$ cat config.mk
export PLATFORM = sky130hd
export DESIGN_NAME = lfsr_stream_cipher
export DESIGN_NICKNAME = d
export VERILOG_FILES = /design/src/rtl/stream_cipher_pkg.sv /design/src/rtl/lfsr_keystream.sv /design/src/rtl/lfsr_stream_cipher.sv
export SDC_FILE = /design/constraint.sdc
export NUM_CORES = 1
export LEC_CHECK = 0
export BUFFER_PORTS_ARGS = -buffer_cell sky130_fd_sc_hd__buf_2
export CAP_MARGIN = 20
export CORE_MARGIN = 3
export CORE_UTILIZATION = 50
export DETAILED_ROUTE_END_ITERATION = 10
export GPL_ROUTABILITY_DRIVEN = 0
export HOLD_SLACK_MARGIN = 0.15
export PLACE_DENSITY = 0.8
export SETUP_SLACK_MARGIN = 0.15
export SKIP_LAST_GASP = 1
export SLEW_MARGIN = 20
export SYNTH_ARGS = -nofsm -noshare
export SYNTH_HDL_FRONTEND = slang
export SYNTH_SLANG_ARGS = --single-unit
$ cat constraint.sdc
create_clock -name clk -period 2.2 [get_ports clk]
set_input_delay 0.11 -clock clk [delete_from_list [all_inputs] [get_ports clk]]
set_output_delay 0.11 -clock clk [all_outputs]
set_load 0.02 [all_outputs]
$ cat src/rtl/stream_cipher_pkg.sv
// Shared mode encodings and default keystream constants
// for the LFSR stream cipher.
package stream_cipher_pkg;

  typedef enum logic [1:0] {
    MODE_BYPASS = 2'b00,
    MODE_ENC    = 2'b01,
    MODE_DEC    = 2'b10,
    MODE_RSVD   = 2'b11
  } mode_e;

  localparam logic [15:0] DEF_TAPS = 16'hB400;
  localparam logic [15:0] DEF_SEED = 16'hACE1;

  function automatic logic is_cipher(
    input logic [1:0] m
  );
    return (m == MODE_ENC) || (m == MODE_DEC);
  endfunction

endpackage

$ cat src/rtl/lfsr_keystream.sv
// Unrolled Galois LFSR: one DATA_W-bit keystream word
// and the post-word state, purely combinational.
module lfsr_keystream #(
  parameter int unsigned          DATA_W = 8,
  parameter int unsigned          LFSR_W = 16,
  parameter logic [LFSR_W-1:0]    TAPS   = 16'hB400
) (
  input  logic [LFSR_W-1:0] state_i,
  output logic [DATA_W-1:0] ks_o,
  output logic [LFSR_W-1:0] next_o
);

  always_comb begin
    logic [LFSR_W-1:0] s;
    s    = state_i;
    ks_o = '0;
    for (int i = 0; i < DATA_W; i++) begin
      ks_o[i] = s[0];
      s = (s >> 1) ^ (s[0] ? TAPS : '0);
    end
    next_o = s;
  end

endmodule

$ cat src/rtl/lfsr_stream_cipher.sv
// XOR stream cipher with one-deep output register and
// valid/ready handshake on both sides.
module lfsr_stream_cipher
  import stream_cipher_pkg::*;
#(
  parameter int unsigned       DATA_W = 8,
  parameter int unsigned       LFSR_W = 16,
  parameter logic [LFSR_W-1:0] TAPS   = LFSR_W'(DEF_TAPS),
  parameter logic [LFSR_W-1:0] SEED   = LFSR_W'(DEF_SEED)
) (
  input  logic              clk,
  input  logic              reset,
  input  logic              seed_load,
  input  logic [LFSR_W-1:0] seed_in,
  input  logic [1:0]        mode,
  input  logic              in_valid,
  output logic              in_ready,
  input  logic [DATA_W-1:0] in_data,
  output logic              out_valid,
  input  logic              out_ready,
  output logic [DATA_W-1:0] out_data,
  output logic [1:0]        out_mode,
  output logic [31:0]       word_cnt
);

  logic [LFSR_W-1:0] lfsr_q, lfsr_d;
  logic [LFSR_W-1:0] lfsr_nxt;
  logic [DATA_W-1:0] ks;
  logic [DATA_W-1:0] data_q, data_d;
  logic [1:0]        mode_q, mode_d;
  logic              valid_q, valid_d;
  logic [31:0]       cnt_q, cnt_d;
  logic              accept;
  logic              cipher;

  lfsr_keystream #(
    .DATA_W (DATA_W),
    .LFSR_W (LFSR_W),
    .TAPS   (TAPS)
  ) u_ks (
    .state_i (lfsr_q),
    .ks_o    (ks),
    .next_o  (lfsr_nxt)
  );

  assign in_ready = !valid_q || out_ready;
  assign accept   = in_valid && in_ready;
  assign cipher   = is_cipher(mode);

  always_comb begin
    lfsr_d  = lfsr_q;
    data_d  = data_q;
    mode_d  = mode_q;
    valid_d = valid_q;
    cnt_d   = cnt_q;
    if (accept) begin
      valid_d = 1'b1;
      mode_d  = mode;
      data_d  = cipher ? (in_data ^ ks) : in_data;
      if (cipher) begin
        lfsr_d = lfsr_nxt;
        cnt_d  = cnt_q + 32'd1;
      end
    end else if (out_ready) begin
      valid_d = 1'b0;
    end
    // Seed load beats the advance; an all-zero seed would lock up.
    if (seed_load) begin
      lfsr_d = (seed_in == '0) ? SEED : seed_in;
      cnt_d  = '0;
    end
  end

  always_ff @(posedge clk) begin
    if (reset) begin
      lfsr_q  <= SEED;
      data_q  <= '0;
      mode_q  <= MODE_BYPASS;
      valid_q <= 1'b0;
      cnt_q   <= '0;
    end else begin
      lfsr_q  <= lfsr_d;
      data_q  <= data_d;
      mode_q  <= mode_d;
      valid_q <= valid_d;
      cnt_q   <= cnt_d;
    end
  end

  assign out_valid = valid_q;
  assign out_data  = data_q;
  assign out_mode  = mode_q;
  assign word_cnt  = cnt_q;

endmodule
=== Yosys cells after proc, flatten, opt, wreduce, memory -nomap -nowiden ===
Cells that the tools add are included.

* Mux-type cells: 15
* Add/sub/neg operators: 1
* Equal/unequal tests: 2
* Bitwise operators: 9
* Reduce and logical (&&, ||, !) cells: 11

{| class="wikitable"
|+ Operators with widths
! kind !! number
|-
| $mux W16 || 12
|-
| $xor A15 B16 Y16 || 8
|-
| $add A32 B1 Y32 const B || 1
|-
| $logic_not A16 Y1 || 1
|-
| $mux W8 || 1
|-
| $xor A8 B8 Y8 || 1
|-
| $reduce_bool A2 Y1 || 3
|-
| $reduce_and A2 Y1 || 2
|-
| $eq A2 B1 Y1 const B || 1
|-
| $eq A2 B2 Y1 const B || 1
|-
| $logic_or A1 B1 Y1 || 2
|-
| $mux W1 || 2
|-
| $reduce_or A2 Y1 || 1
|-
| $logic_and A1 B1 Y1 || 1
|-
| $logic_not A1 Y1 || 1
|}

* Output and inout port bits: 44
* Register bits: 59

=== Longest topological paths before layout ===
Gate-level depths: netlist of run 1.

* Depth after elaboration: 19
* Mapped depth: 7
* Depth with buffers taken out: 6

=== Cells and area by module ===
Synthesis of run 1 repeated with hierarchy kept, for this count alone.

* Cells, all modules: 371
* Area, all modules: 3,129.3 µm²

{| class="wikitable"
|+ By module, submodules not included
! module !! cells an instance !! area each (µm²) !! times used
|-
| lfsr_stream_cipher || 338 || 2,841.5 || 1
|-
| lfsr_keystream || 33 || 287.8 || 1
|}

=== Least setup slack after synthesis of run 1 ===
OpenSTA, ideal clock, no wires.

* Path type: register to register
* Start point: register cnt_q[0], in the netlist word_cnt[0]
* End point: register cnt_q[30], in the netlist word_cnt[30]
* Cell stages (with the launch flop): 8
* Required time: 2,072 ps
* Library setup time: 128 ps
* Data arrival time: 1,615 ps
* Path buffers: 1
* Period minus slack after synthesis: 1,743 ps
* Slack: 457 ps
* Cells stage by stage: dfxtp_1 ha_1 and2_1 nand4_2 buf_6 nor4_2 xnor2_1 nor2_1

* Word-level cells in the longest chain between the ends: 1

{| class="wikitable"
|+ RTL lines
! element !! line !! source
|-
| start: declaration || lfsr_stream_cipher.sv:32 || <nowiki>logic [31:0] cnt_q, cnt_d;</nowiki>
|-
| start signal: assignment || lfsr_stream_cipher.sv:86 || <nowiki>cnt_q <= cnt_d;</nowiki>
|-
| $add A32 B1 Y32 || lfsr_stream_cipher.sv:62 || <nowiki>cnt_d = cnt_q + 32'd1;</nowiki>
|}

Every way passes these cells.
A chain may end at the register's enable or synchronous reset.

=== Worst setup path in the final report of run 1 ===
* Start point: input port mode[0]
* End point: register lfsr_q[14]

* Word-level cells in the longest chain between the ends: 4
* Elaborated cells on any way between the ends: 5

{| class="wikitable"
|+ RTL lines
! element !! line !! source
|-
| start: declaration || lfsr_stream_cipher.sv:15 || <nowiki>input logic [1:0] mode,</nowiki>
|-
| $eq A2 B1 Y1 or $eq A2 B2 Y1 (tied branches) || stream_cipher_pkg.sv:18 || <nowiki>return (m == MODE_ENC) || (m == MODE_DEC);</nowiki>
|-
| $logic_or A1 B1 Y1 * || stream_cipher_pkg.sv:18 ||
|-
| $reduce_bool A2 Y1 (no source line) * || n/a ||
|-
| $reduce_and A2 Y1 (no source line) * || n/a ||
|-
| end signal: assignment || lfsr_stream_cipher.sv:82 || <nowiki>lfsr_q <= lfsr_d;</nowiki>
|-
| end: declaration || lfsr_stream_cipher.sv:26 || <nowiki>logic [LFSR_W-1:0] lfsr_q, lfsr_d;</nowiki>
|}

Every way passes the cells marked *; elsewhere a longest branch is shown, timed or not.

==> flow_summary_export.csv, run 1 <==
group,metric,value,unit
grt,grt_pass1_wl,12.7,mm
power_and_ir_drop,p_total,2.70,mW
power_and_ir_drop,p_clk_frac,0.440,
clocking,cts_made_buffers,9,
floorplanning,rows,27,
grt,grt-ovfl-total,0,
layout,area_growth,30.6,%
critical_path,required,2.42,ns
synth,synth-main-ff-cell,"dfxtp_1",
synth,syn_inst,352,
power_and_ir_drop,p_int,2.03,mW
sta,hold_slack,0.199,ns
detailed_routing,antenna_left,0,
run_status,status,"complete, no violations",
floorplanning,coreArea,0.00561,mm^2
grt,grt_pass1_vias,2756,
detailed_routing,drt_pass1_iterations,4,
power_and_ir_drop,ir_drop,0.000362,V
sta,clock_skew,0.0102,ns
clocking,htree_levels,3,
power_and_ir_drop,p_sw,0.666,mW
clocking,cts_setup_buffers,0,
detailed_routing,vias,2806,
floorplanning,dieWidth,82.8,um
sta,hold_viol_final,0,
synth,syn_area_per_cell,8.38,um^2
clocking,cts_root_buf,"clkbuf_8",
power_and_ir_drop,swShare,0.247,
placed_design,dp_cells,477,
detailed_routing,drc,0,
clocking,cts_tree,"done",
clocking,clk_pin_slew,0.07,ns
detailed_routing,route.met3.wl,464,um
grt,grt_max_degree,35,
synth,ys_seq_area_frac,0.401,
detailed_routing,drt-met1-wl,3.32,mm
floorplanning,io_pins,75,
detailed_routing,drtIter0Drc,183,
power_and_ir_drop,p_comb_frac,0.135,
layout,nNetsFinal,475,
sta,rsz0062_at_grt,"yes",
detailed_routing,wirelength,7.54,mm
placed_design,io_buffers,74,
sta,max_slew.worst_pin.slew,0.660,ns
power_and_ir_drop,power_density,701,mW/mm^2
sta,slew_violations,0,
power_and_ir_drop,p_seq_frac,0.425,
detailed_routing,avgViaCountPerCell,5.40,
layout,final_common_cell,"buf_2",
min_path,hold_class,"input pin to flop",
synth,netlist_area,0.00295,mm^2
sta,slew_headroom,0.560,
sta,finalSetupViolations,0,
critical_path,end_kind,"flop",
critical_path,path_cells,"dlygate4sd3_1 > buf_2 > xor2_2 > buf_4 > nand3_1 > buf_4 > mux2_2 > mux2i_1 > nor2_1",
clocking,cts_buffer_depth,2,
clocking,clk_latency,0.34,ns
floorplanning,die_h,82.8,um
synth,async_flop_share,0,
synth,synth_cell_types,39,
synth,synth_fp_nets,384,
grt,antenna_found_initial,0,
critical_path,crit_top_cell,"buf_4",
critical_path,critPathSlowestCell,"dlygate4sd3_1",
sta,fin_crit_sh,0.866,
critical_path,cp_slowest_stage_delay,0.53,ns
clocking,clkSinkCount,59,
power_and_ir_drop,leakage,1.53,nW
critical_path,critPathKind,"input pin to flop",
layout,diodes,0,
critical_path,startpoint_type,"input pin",
placed_design,place.detailed.hpwl,4.88,mm
synth,synth_edf_count,0,
sta,finalCriticalPeriod,1.91,ns
synth,ys_ff_latch,59,
sta,tns,0,ns
detailed_routing,wire_per_inst,14.5,um
floorplanning,initial_core_util,0.526,
layout,drive_gt1_frac,0.234,
grt,grtUsageTotal,0.223,
floorplanning,dieArea,0.00686,mm^2
layout,layout_common_cells,"buf_2 (74), dfxtp_1 (59), nor2_1 (49)",
critical_path,cp_max_fo,14,
synth,yosys_warnings,0,
sta,max_freq,0.525,GHz
detailed_routing,top_layer_used,"met4",
run,drv_cap,0,
critical_path,crit_arrival,2.12,ns
layout,instances_no_fill,520,
detailed_routing,met2_length,3.60,mm
layer usage:
layer  vias to the layer above  GRT usage
li1                       1395          -
met3                        15     0.0625
met5                         -          0
met1                      1306      0.283
met4                         0     0.0906
met2                        90      0.356
cell usage after synthesis, types with 6 or more instances:
| library cell | n | share of area |
|---|---|---|
| buf_2 | 6 | 0.010 |
| dfxtp_1 | 59 | 0.40 |
| a211oi_1 | 9 | 0.023 |
| a21oi_1 | 16 | 0.027 |
| nand2_1 | 34 | 0.043 |
| o21ai_0 | 10 | 0.017 |
| nand3_1 | 14 | 0.024 |
| xor2_1 | 15 | 0.045 |
| xnor2_1 | 38 | 0.11 |
| nor2_1 | 49 | 0.062 |
| and4_1 | 8 | 0.024 |
| clkbuf_1 | 15 | 0.019 |
| nor4_1 | 12 | 0.025 |
| inv_1 | 7 | 0.0089 |
| nor3_1 | 9 | 0.015 |
worst max-delay path: cells and delay by family:
kind	cells	cell delay, ns
multiplexers	2	0.41
XOR/XNOR	1	0.34
buffers and inverters	4	1.11
AND/OR/NAND/NOR	2	0.14
registers in the layout (all words and copies together), names as in the netlist:
name and cells:
out_mode 2, lfsr_q 16, word_cnt 32, out_valid 1, out_data 8
area by class of cell:
| cell class | instances | area, um^2 |
|---|---|---|
| repair buffers | 105 | 671 |
| well taps | 72 | 90.1 |
| flip-flops and latches | 59 | 1180 |
| clock buffers | 9 | 124 |
| multi-input cells | 261 | 1640 |
| clock inverters | 7 | 116 |
| fillers | 473 | 1760 |
| inverters | 7 | 26.3 |
stage by stage:
stage          instance area (um^2)   util  setup slack (ns)
2_1_floorplan                  2950      -             0.457
3_3_place_gp                   3330  0.594             0.404
5_1_grt                        3850  0.687             0.142
4_1_cts                        3840  0.685             0.229
3_5_place_dp                   3330  0.594             0.307
6_report                       3850  0.687             0.295
power by group through the flow:
stage                     registers (mW)  logic (mW)  clock network (mW)
after floorplan                     1.18       0.217                   0
after global placement              1.17       0.311                   0
after detailed placement            1.17       0.316                   0
after CTS                           1.15       0.356                1.21
after global routing                1.15       0.398                1.26
final                               1.15       0.363                1.19
cell families (layout without fill, tap and decap cells):
group / Yosys count / after routing / synth area share
AND/OR/NAND/NOR: 153 / 153 / 0.266
multiplexers: 6 / 6 / 0.0216
AO/OA/AOI/OAI: 47 / 47 / 0.0993
XOR/XNOR: 54 / 54 / 0.163
flip-flops: 59 / 59 / 0.401
adder cells (fa/ha/maj): 1 / 1 / 0.00424
buffers and inverters: 32 / 128 / 0.0458
worst paths after layout:
kind                    start  slack (ns)            to  cells past startpoint
setup / recovery      mode[0]        0.29    lfsr_q[14]                      9
hold / removal          reset        0.20    lfsr_q[14]                      2
setup reg to reg  word_cnt[0]        0.43  word_cnt[18]                      6
hold reg to reg   word_cnt[1]        0.48   word_cnt[1]                      2
repair_timing:
action | in CTS | in global routing
endpoints found under the setup margin | 0 | 7
gates resized for setup | 0 | 2
hold endpoints to repair | 27 | 0
hold buffers | 27 | 0
Note: power is estimated with default switching activity, not from simulation.
==> run 2: changes to the inputs <==
--- a/config.mk
+++ b/config.mk
@@ -5,14 +5,15 @@
 export SDC_FILE = /design/constraint.sdc
 export NUM_CORES = 1
 export LEC_CHECK = 0
+export ABC_AREA = 1
 export BUFFER_PORTS_ARGS = -buffer_cell sky130_fd_sc_hd__buf_2
 export CAP_MARGIN = 20
 export CORE_MARGIN = 3
-export CORE_UTILIZATION = 50
+export CORE_UTILIZATION = 40
 export DETAILED_ROUTE_END_ITERATION = 10
 export GPL_ROUTABILITY_DRIVEN = 0
 export HOLD_SLACK_MARGIN = 0.15
-export PLACE_DENSITY = 0.8
+export PLACE_DENSITY = 0.66
 export SETUP_SLACK_MARGIN = 0.15
 export SKIP_LAST_GASP = 1
 export SLEW_MARGIN = 20
==> run 2 against run 1 <==
  * Clock power hardly changed
  * Core utilization is 15 points lower
  * Final area is 11% higher
  * Count of clock-buffer cells in the layout is 2 higher
  * Largest power group unchanged
  * Highest routed layer unchanged
  * Power is 3.0% higher
  * Global-route usage is 3.7 points lower
==> flow_summary_export.csv, run 2 <==
group,metric,value,unit
synth,synth_top_area_frac,0.356,
layout,final_common_cell,"nand2_1",
min_path,hold_class,"input pin to flop",
sta,clock_skew,0.00894,ns
layout,drive_gt1_frac,0.179,
power_and_ir_drop,p_int,2.07,mW
power_and_ir_drop,p_clk_frac,0.439,
synth,async_flop_share,0,
critical_path,crit_arrival,1.96,ns
critical_path,critPathKind,"input pin to flop",
grt,grt_pass1_wl,14.7,mm
synth,synth_cell_types,28,
sta,tns,0,ns
detailed_routing,wire_per_inst,12.0,um
grt,use_met1,0.241,
sta,max_slew.worst_pin.slew,0.409,ns
clocking,htree_levels,3,
synth,synth_top_area_cell,"dfxtp_1",
floorplanning,rows,32,
sta,fin_ws,0.508,ns
floorplanning,coreArea,0.00789,mm^2
clocking,cts_resized,0,
synth,syn_area_per_cell,6.51,um^2
floorplanning,io_pins,75,
layout,area_growth,28.7,%
grt,grtUsageTotal,0.186,
power_and_ir_drop,leakage,2.02,nW
sta,hold_slack,0.178,ns
critical_path,startpoint_type,"input pin",
critical_path,required,2.47,ns
detailed_routing,drt_pass1_iterations,4,
layout,multi_input_area,0.00182,mm^2
clocking,clk_pin_slew,0.07,ns
placed_design,dp_slack,0.533,ns
synth,synth_area_leaders,"dfxtp_1 (36%), nand2_1 (14%), nor2_1 (10%), inv_1 (7.3%), nand3_1 (5.7%)",
floorplanning,dieArea,0.00941,mm^2
synth,ys_seq_area_frac,0.356,
sta,hold_viol_final,0,
grt,antenna_found_initial,0,
power_and_ir_drop,p_comb_frac,0.143,
detailed_routing,wirelength,8.58,mm
detailed_routing,drc,0,
clocking,cts_tree,"done",
detailed_routing,avgViaCountPerCell,4.75,
critical_path,end_kind,"flop",
sta,max_freq,0.591,GHz
power_and_ir_drop,p_seq_frac,0.418,
grt,gr-usage-met2,0.304,
run,drv_cap,0,
layout,diodes,0,
clocking,cts_made_buffers,9,
power_and_ir_drop,p_total,2.78,mW
run_status,status,"complete, no violations",
placed_design,io_buffers,74,
clocking,clk_latency,0.33,ns
sta,slew_headroom,0.727,
synth,yosys_warnings,0,
floorplanning,initial_core_util,0.420,
layout,nFillCells,761,
floorplanning,dieWidth,97.0,um
sta,finalCriticalPeriod,1.69,ns
clocking,clkSinkCount,59,
layout,regArea,0.00118,mm^2
grt,grt_max_degree,22,
power_and_ir_drop,swShare,0.253,
detailed_routing,vias,3404,
detailed_routing,drtIter0Drc,161,
layout,final_util,0.540,
grt,use_met3,0.0411,
sta,fin_crit_sh,0.769,
synth,synth_fp_nets,541,
critical_path,cp_max_fo,11,
sta,slew_violations,0,
layout,largest_reg_flops,32,
grt,top_usage_layer,"met2",
sta,rsz0062_at_grt,"no",
synth,synth.most_common_cell,"nand2_1",
layout,nNetsFinal,641,
power_and_ir_drop,p_sw,0.704,mW
clocking,cts_root_buf,"clkbuf_8",
placed_design,place.detailed.hpwl,6.21,mm
synth,synth_edf_count,0,
synth,synth_commonest_cells,"nand2_1 (126), nor2_1 (88), inv_1 (64)",
floorplanning,die_h,97.0,um
sta,finalSetupViolations,0,
power_and_ir_drop,power_density,652,mW/mm^2
detailed_routing,antenna_left,0,
clocking,cts_buffer_depth,2,
synth,synth-main-ff-cell,"dfxtp_1",
clocking,cts_setup_buffers,0,
synth,ys_ff_latch,59,
power_and_ir_drop,ir_drop,0.000329,V
grt,grt_pass1_vias,3184,
synth,netlist_area,0.00331,mm^2
synth,syn_inst,509,
layout,layout_common_cells,"nand2_1 (126), nor2_1 (88), buf_2 (74)",
grt,grt-ovfl-total,0,
[run 2: changes by cell type in the layout (fill, tap and decap cells not counted), moves of 12 or more]
cell | previous run | this run
nand2_1 | 34 | 126
xnor2_1 | 38 | 19
nor2_1 | 49 | 88
nand3_1 | 14 | 38
nor4_1 | 12 | 0
o21ai_0 | 10 | 22
inv_1 | 7 | 64
[run 2: layout make-up]
| type | instances | share of cell area |
|---|---|---|
| Inverter | 65 | 0.0572 |
| Sequential cell | 59 | 0.277 |
| Timing Repair Buffer | 103 | 0.153 |
| Multi-Input combinational cell | 371 | 0.426 |
| Clock buffer | 11 | 0.0332 |
| Tap cell | 102 | 0.0299 |
| Clock inverter | 5 | 0.0235 |
[run 2: timing repair]
item / CTS / global route
hold buffers: 25 / 0
setup endpoints to repair: 0 / 0
endpoints found under the hold margin: 24 / 0
[run 2: critical path, cell delays in order]
cell           delay [ns]
dlygate4sd3_1        0.52
buf_2                0.12
inv_1                0.06
nand2_1              0.07
nand2_1              0.07
nor2_4               0.27
nand2_1              0.22
nor2_4               0.23
nand3_1              0.10
nand2_1              0.07
inv_1                0.03
nor2_1               0.09
[run 2: final timing paths]
check	start	cells after the start	endpoint	slack [ns]
hold / removal	seed_in[7]	7	lfsr_q[7]	0.18
setup / recovery	mode[1]	12	word_cnt[26]	0.51
hold reg to reg	word_cnt[8]	2	word_cnt[8]	0.47
setup reg to reg	out_valid	9	word_cnt[26]	0.54
[run 2: metal layers]
layer	vias to the layer above	routed length [um]	part of all wire
li1	1784	-	-
met1	1522	3980	0.46
met2	87	3960	0.46
met3	11	507	0.059
met4	0	129	0.015
met5	-	0	0
[run 2: cell families after synthesis]
logic type | count (synthesis) | share of synthesized area
AOI/OAI and AO/OA | 50 | 0.0831
xor gates and xnor gates | 30 | 0.0793
adders and majority gates | 1 | 0.00378
buffers and inverters | 79 | 0.0948
DFF | 59 | 0.356
and+or+nand+nor | 290 | 0.383
[run 2: metrics by stage]
stage	cells	area [um^2]
floorplan	509	3310
global placement	675	3770
detailed placement	675	3770
CTS	716	4260
global route	716	4260
finish	716	4260
[run 2: power by group through the flow]
stage	logic, mW	registers, mW	clock network [mW]
floorplan	0.250	1.19	0
global placement	0.356	1.18	0
detailed placement	0.359	1.18	0
CTS	0.396	1.16	1.25
global route	0.449	1.17	1.29
finish	0.396	1.16	1.22
==> run 3: changes to the inputs <==
--- a/config.mk
+++ b/config.mk
@@ -5,7 +5,7 @@
 export SDC_FILE = /design/constraint.sdc
 export NUM_CORES = 1
 export LEC_CHECK = 0
-export ABC_AREA = 1
+export ABC_AREA = 0
 export BUFFER_PORTS_ARGS = -buffer_cell sky130_fd_sc_hd__buf_2
 export CAP_MARGIN = 20
 export CORE_MARGIN = 3
@@ -13,7 +13,7 @@
 export DETAILED_ROUTE_END_ITERATION = 10
 export GPL_ROUTABILITY_DRIVEN = 0
 export HOLD_SLACK_MARGIN = 0.15
-export PLACE_DENSITY = 0.66
+export PLACE_DENSITY = 0.67
 export SETUP_SLACK_MARGIN = 0.15
 export SKIP_LAST_GASP = 1
 export SLEW_MARGIN = 20
==> constraint.sdc (replaced) <==
create_clock -name clk -period 1.6 [get_ports clk]
set_input_delay 0.08 -clock clk [delete_from_list [all_inputs] [get_ports clk]]
set_output_delay 0.08 -clock clk [all_outputs]
set_load 0.02 [all_outputs]
==> run 3 against run 2 <==
  * Largest power group is now registers
  * Clock skew hardly changed
  * The run now ends with setup timing left
  * Power is 21% higher
  * First-iteration DRC count is 43% lower
  * Critical endpoint is now word_cnt[14]
  * Highest routed layer unchanged
  * Largest cell class unchanged
  * Critical path type is now flop to flop
==> flow_summary_export.csv, run 3 (same netlist as run 1, synthesis figures left out) <==
group,metric,value,unit
clocking,cts_tree,"done",
critical_path,startpoint_type,"flop",
sta,finalCriticalPeriod,1.61,ns
power_and_ir_drop,p_total,3.35,mW
grt,antenna_found_initial,0,
placed_design,place_area,0.00370,mm^2
placed_design,io_buffers,74,
critical_path,critPathKind,"flop to flop",
layout,finalInstanceArea,0.00452,mm^2
run_status,status,"finished with violations",
power_and_ir_drop,ir_drop,0.000424,V
detailed_routing,wire_per_inst,15.0,um
floorplanning,rows,30,
power_and_ir_drop,power_density,742,mW/mm^2
clocking,cts_buffer_depth,2,
sta,finalSetupViolations,1,
critical_path,cp_max_fo,5,
detailed_routing,avgViaCountPerCell,5.11,
critical_path,crit_arrival,1.88,ns
floorplanning,initial_core_util,0.422,
layout,final_util,0.648,
power_and_ir_drop,leakage,1.97,nW
layout,regArea,0.00124,mm^2
detailed_routing,wirelength,8.57,mm
clocking,htree_levels,3,
layout,drive_gt1_frac,0.388,
sta,clock_skew,0.00919,ns
clocking,clk_latency,0.34,ns
sta,slew_headroom,0.684,
floorplanning,die_h,91.9,um
run,drv_cap,0,
layout,multi_input_area,0.00193,mm^2
sta,max_freq,0.623,GHz
layout,largest_reg_flops,32,
floorplanning,io_pins,75,
detailed_routing,drtIter0Drc,92,
sta,max_slew.worst_pin.slew,0.475,ns
grt,grt-ovfl-total,0,
run_status,failed_checks,"setup timing",
sta,rsz0062_at_grt,"yes",
detailed_routing,drc,0,
grt,grtUsageTotal,0.196,
critical_path,required,1.88,ns
sta,fin_crit_sh,1.00,
grt,grt_pass1_wl,13.3,mm
floorplanning,coreArea,0.00698,mm^2
layout,final_common_cell,"buf_2",
layout,area_growth,53.4,%
sta,slew_violations,0,
placed_design,place.detailed.hpwl,5.42,mm
clocking,cts_root_buf,"clkbuf_8",
critical_path,end_kind,"flop",
layout,nNetsFinal,504,
min_path,hold_class,"input pin to flop",
floorplanning,dieArea,0.00844,mm^2
layout,nFillCells,572,
grt,grt_max_degree,35,
grt,grt_pass1_vias,2803,
sta,hold_viol_final,0,
layout,diodes,0,
detailed_routing,antenna_left,0,
detailed_routing,vias,2929,
clocking,clk_pin_slew,0.06,ns
detailed_routing,drt_pass1_iterations,4,
clocking,clkSinkCount,59,
sta,fin_ws,-0.00543,ns
layout,layout_common_cells,"buf_2 (74), nor2_1 (49), xnor2_1 (38)",
floorplanning,dieWidth,91.9,um
clocking,cts_made_buffers,9,
==> run 3: cell count changes in the layout (fill, tap and decap cells not counted), moves of 10 or more <==
cell and change:
dfxtp_2 +13, nor2_1 -39, inv_1 -57, nor4_4 +10, nand3_1 -26, nand2_1 -93, buf_4 +15, dfxtp_4 +11
dfxtp_1 -24, xnor2_1 +19, o21ai_0 -12
==> run 3: final timing paths <==
kind | from | endpoint | slack (ns) | cells past startpoint
setup reg to reg | word_cnt[6] | word_cnt[14] | -0.005 | 7
hold reg to reg | out_mode[1] | out_mode[1] | 0.49 | 2
setup / recovery | word_cnt[6] | word_cnt[14] | -0.005 | 7
hold / removal | reset | out_mode[0] | 0.19 | 2
==> run 3: final cells by class <==
| class | count | share of cell area |
|---|---|---|
| repair buffers | 133 | 0.226 |
| clock inverters | 2 | 0.00221 |
| inverters | 7 | 0.00581 |
| well taps | 96 | 0.0266 |
| multi-input cells | 262 | 0.428 |
| clock buffers | 14 | 0.0382 |
| flip-flops and latches | 59 | 0.274 |
==> run 3: worst max-delay path, cell delays in order (launching register included) <==
cell and delay [ns]:
dfxtp_4 0.37, and4_4 0.21, nand4_1 0.10, buf_6 0.15
buf_6 0.13, buf_16 0.13, or3_4 0.32, a21oi_2 0.13
==> run 3: power breakdown <==
group / leakage, nW / internal (mW) / switching [mW]
Sequential: 0.497 / 1.51 / 0.0469
Clock: 0.0965 / 0.685 / 0.567
Combinational: 1.38 / 0.271 / 0.276
==> run 3: timing repair <==
| action | in CTS | in global routing |
|---|---|---|
| pin swaps | 4 | 32 |
| hold buffers | 28 | 0 |
| resized for setup | 5 | 26 |
| buffers inserted | 5 | 6 |
| cloned | 1 | 4 |
| setup endpoints to repair | 23 | 34 |
| hold endpoints to repair | 27 | 0 |
==> run 3: layer usage <==
| metal | GRT usage | vias up | part of all wire |
|---|---|---|---|
| met3 | 0.0541 | 14 | 0.051 |
| met5 | 0 | - | 0 |
| met2 | 0.318 | 93 | 0.50 |
| met1 | 0.243 | 1365 | 0.43 |
| li1 | - | 1457 | - |
| met4 | 0.0829 | 0 | 0.017 |
==> run 3: through the flow <==
stage / hold slack, ns / cells / setup slack (ns) / TNS, ns
6_report: 0.185 / 573 / -0.00543 / -0.00543
5_1_grt: 0.191 / 573 / -0.0610 / -0.533
4_1_cts: 0.164 / 563 / -0.000226 / -0.000226
3_5_place_dp: 0.351 / 513 / -0.0313 / -0.0439
3_3_place_gp: 0.344 / 513 / -0.0260 / -0.0293
2_1_floorplan: 0.202 / 352 / 0.0754 / 0
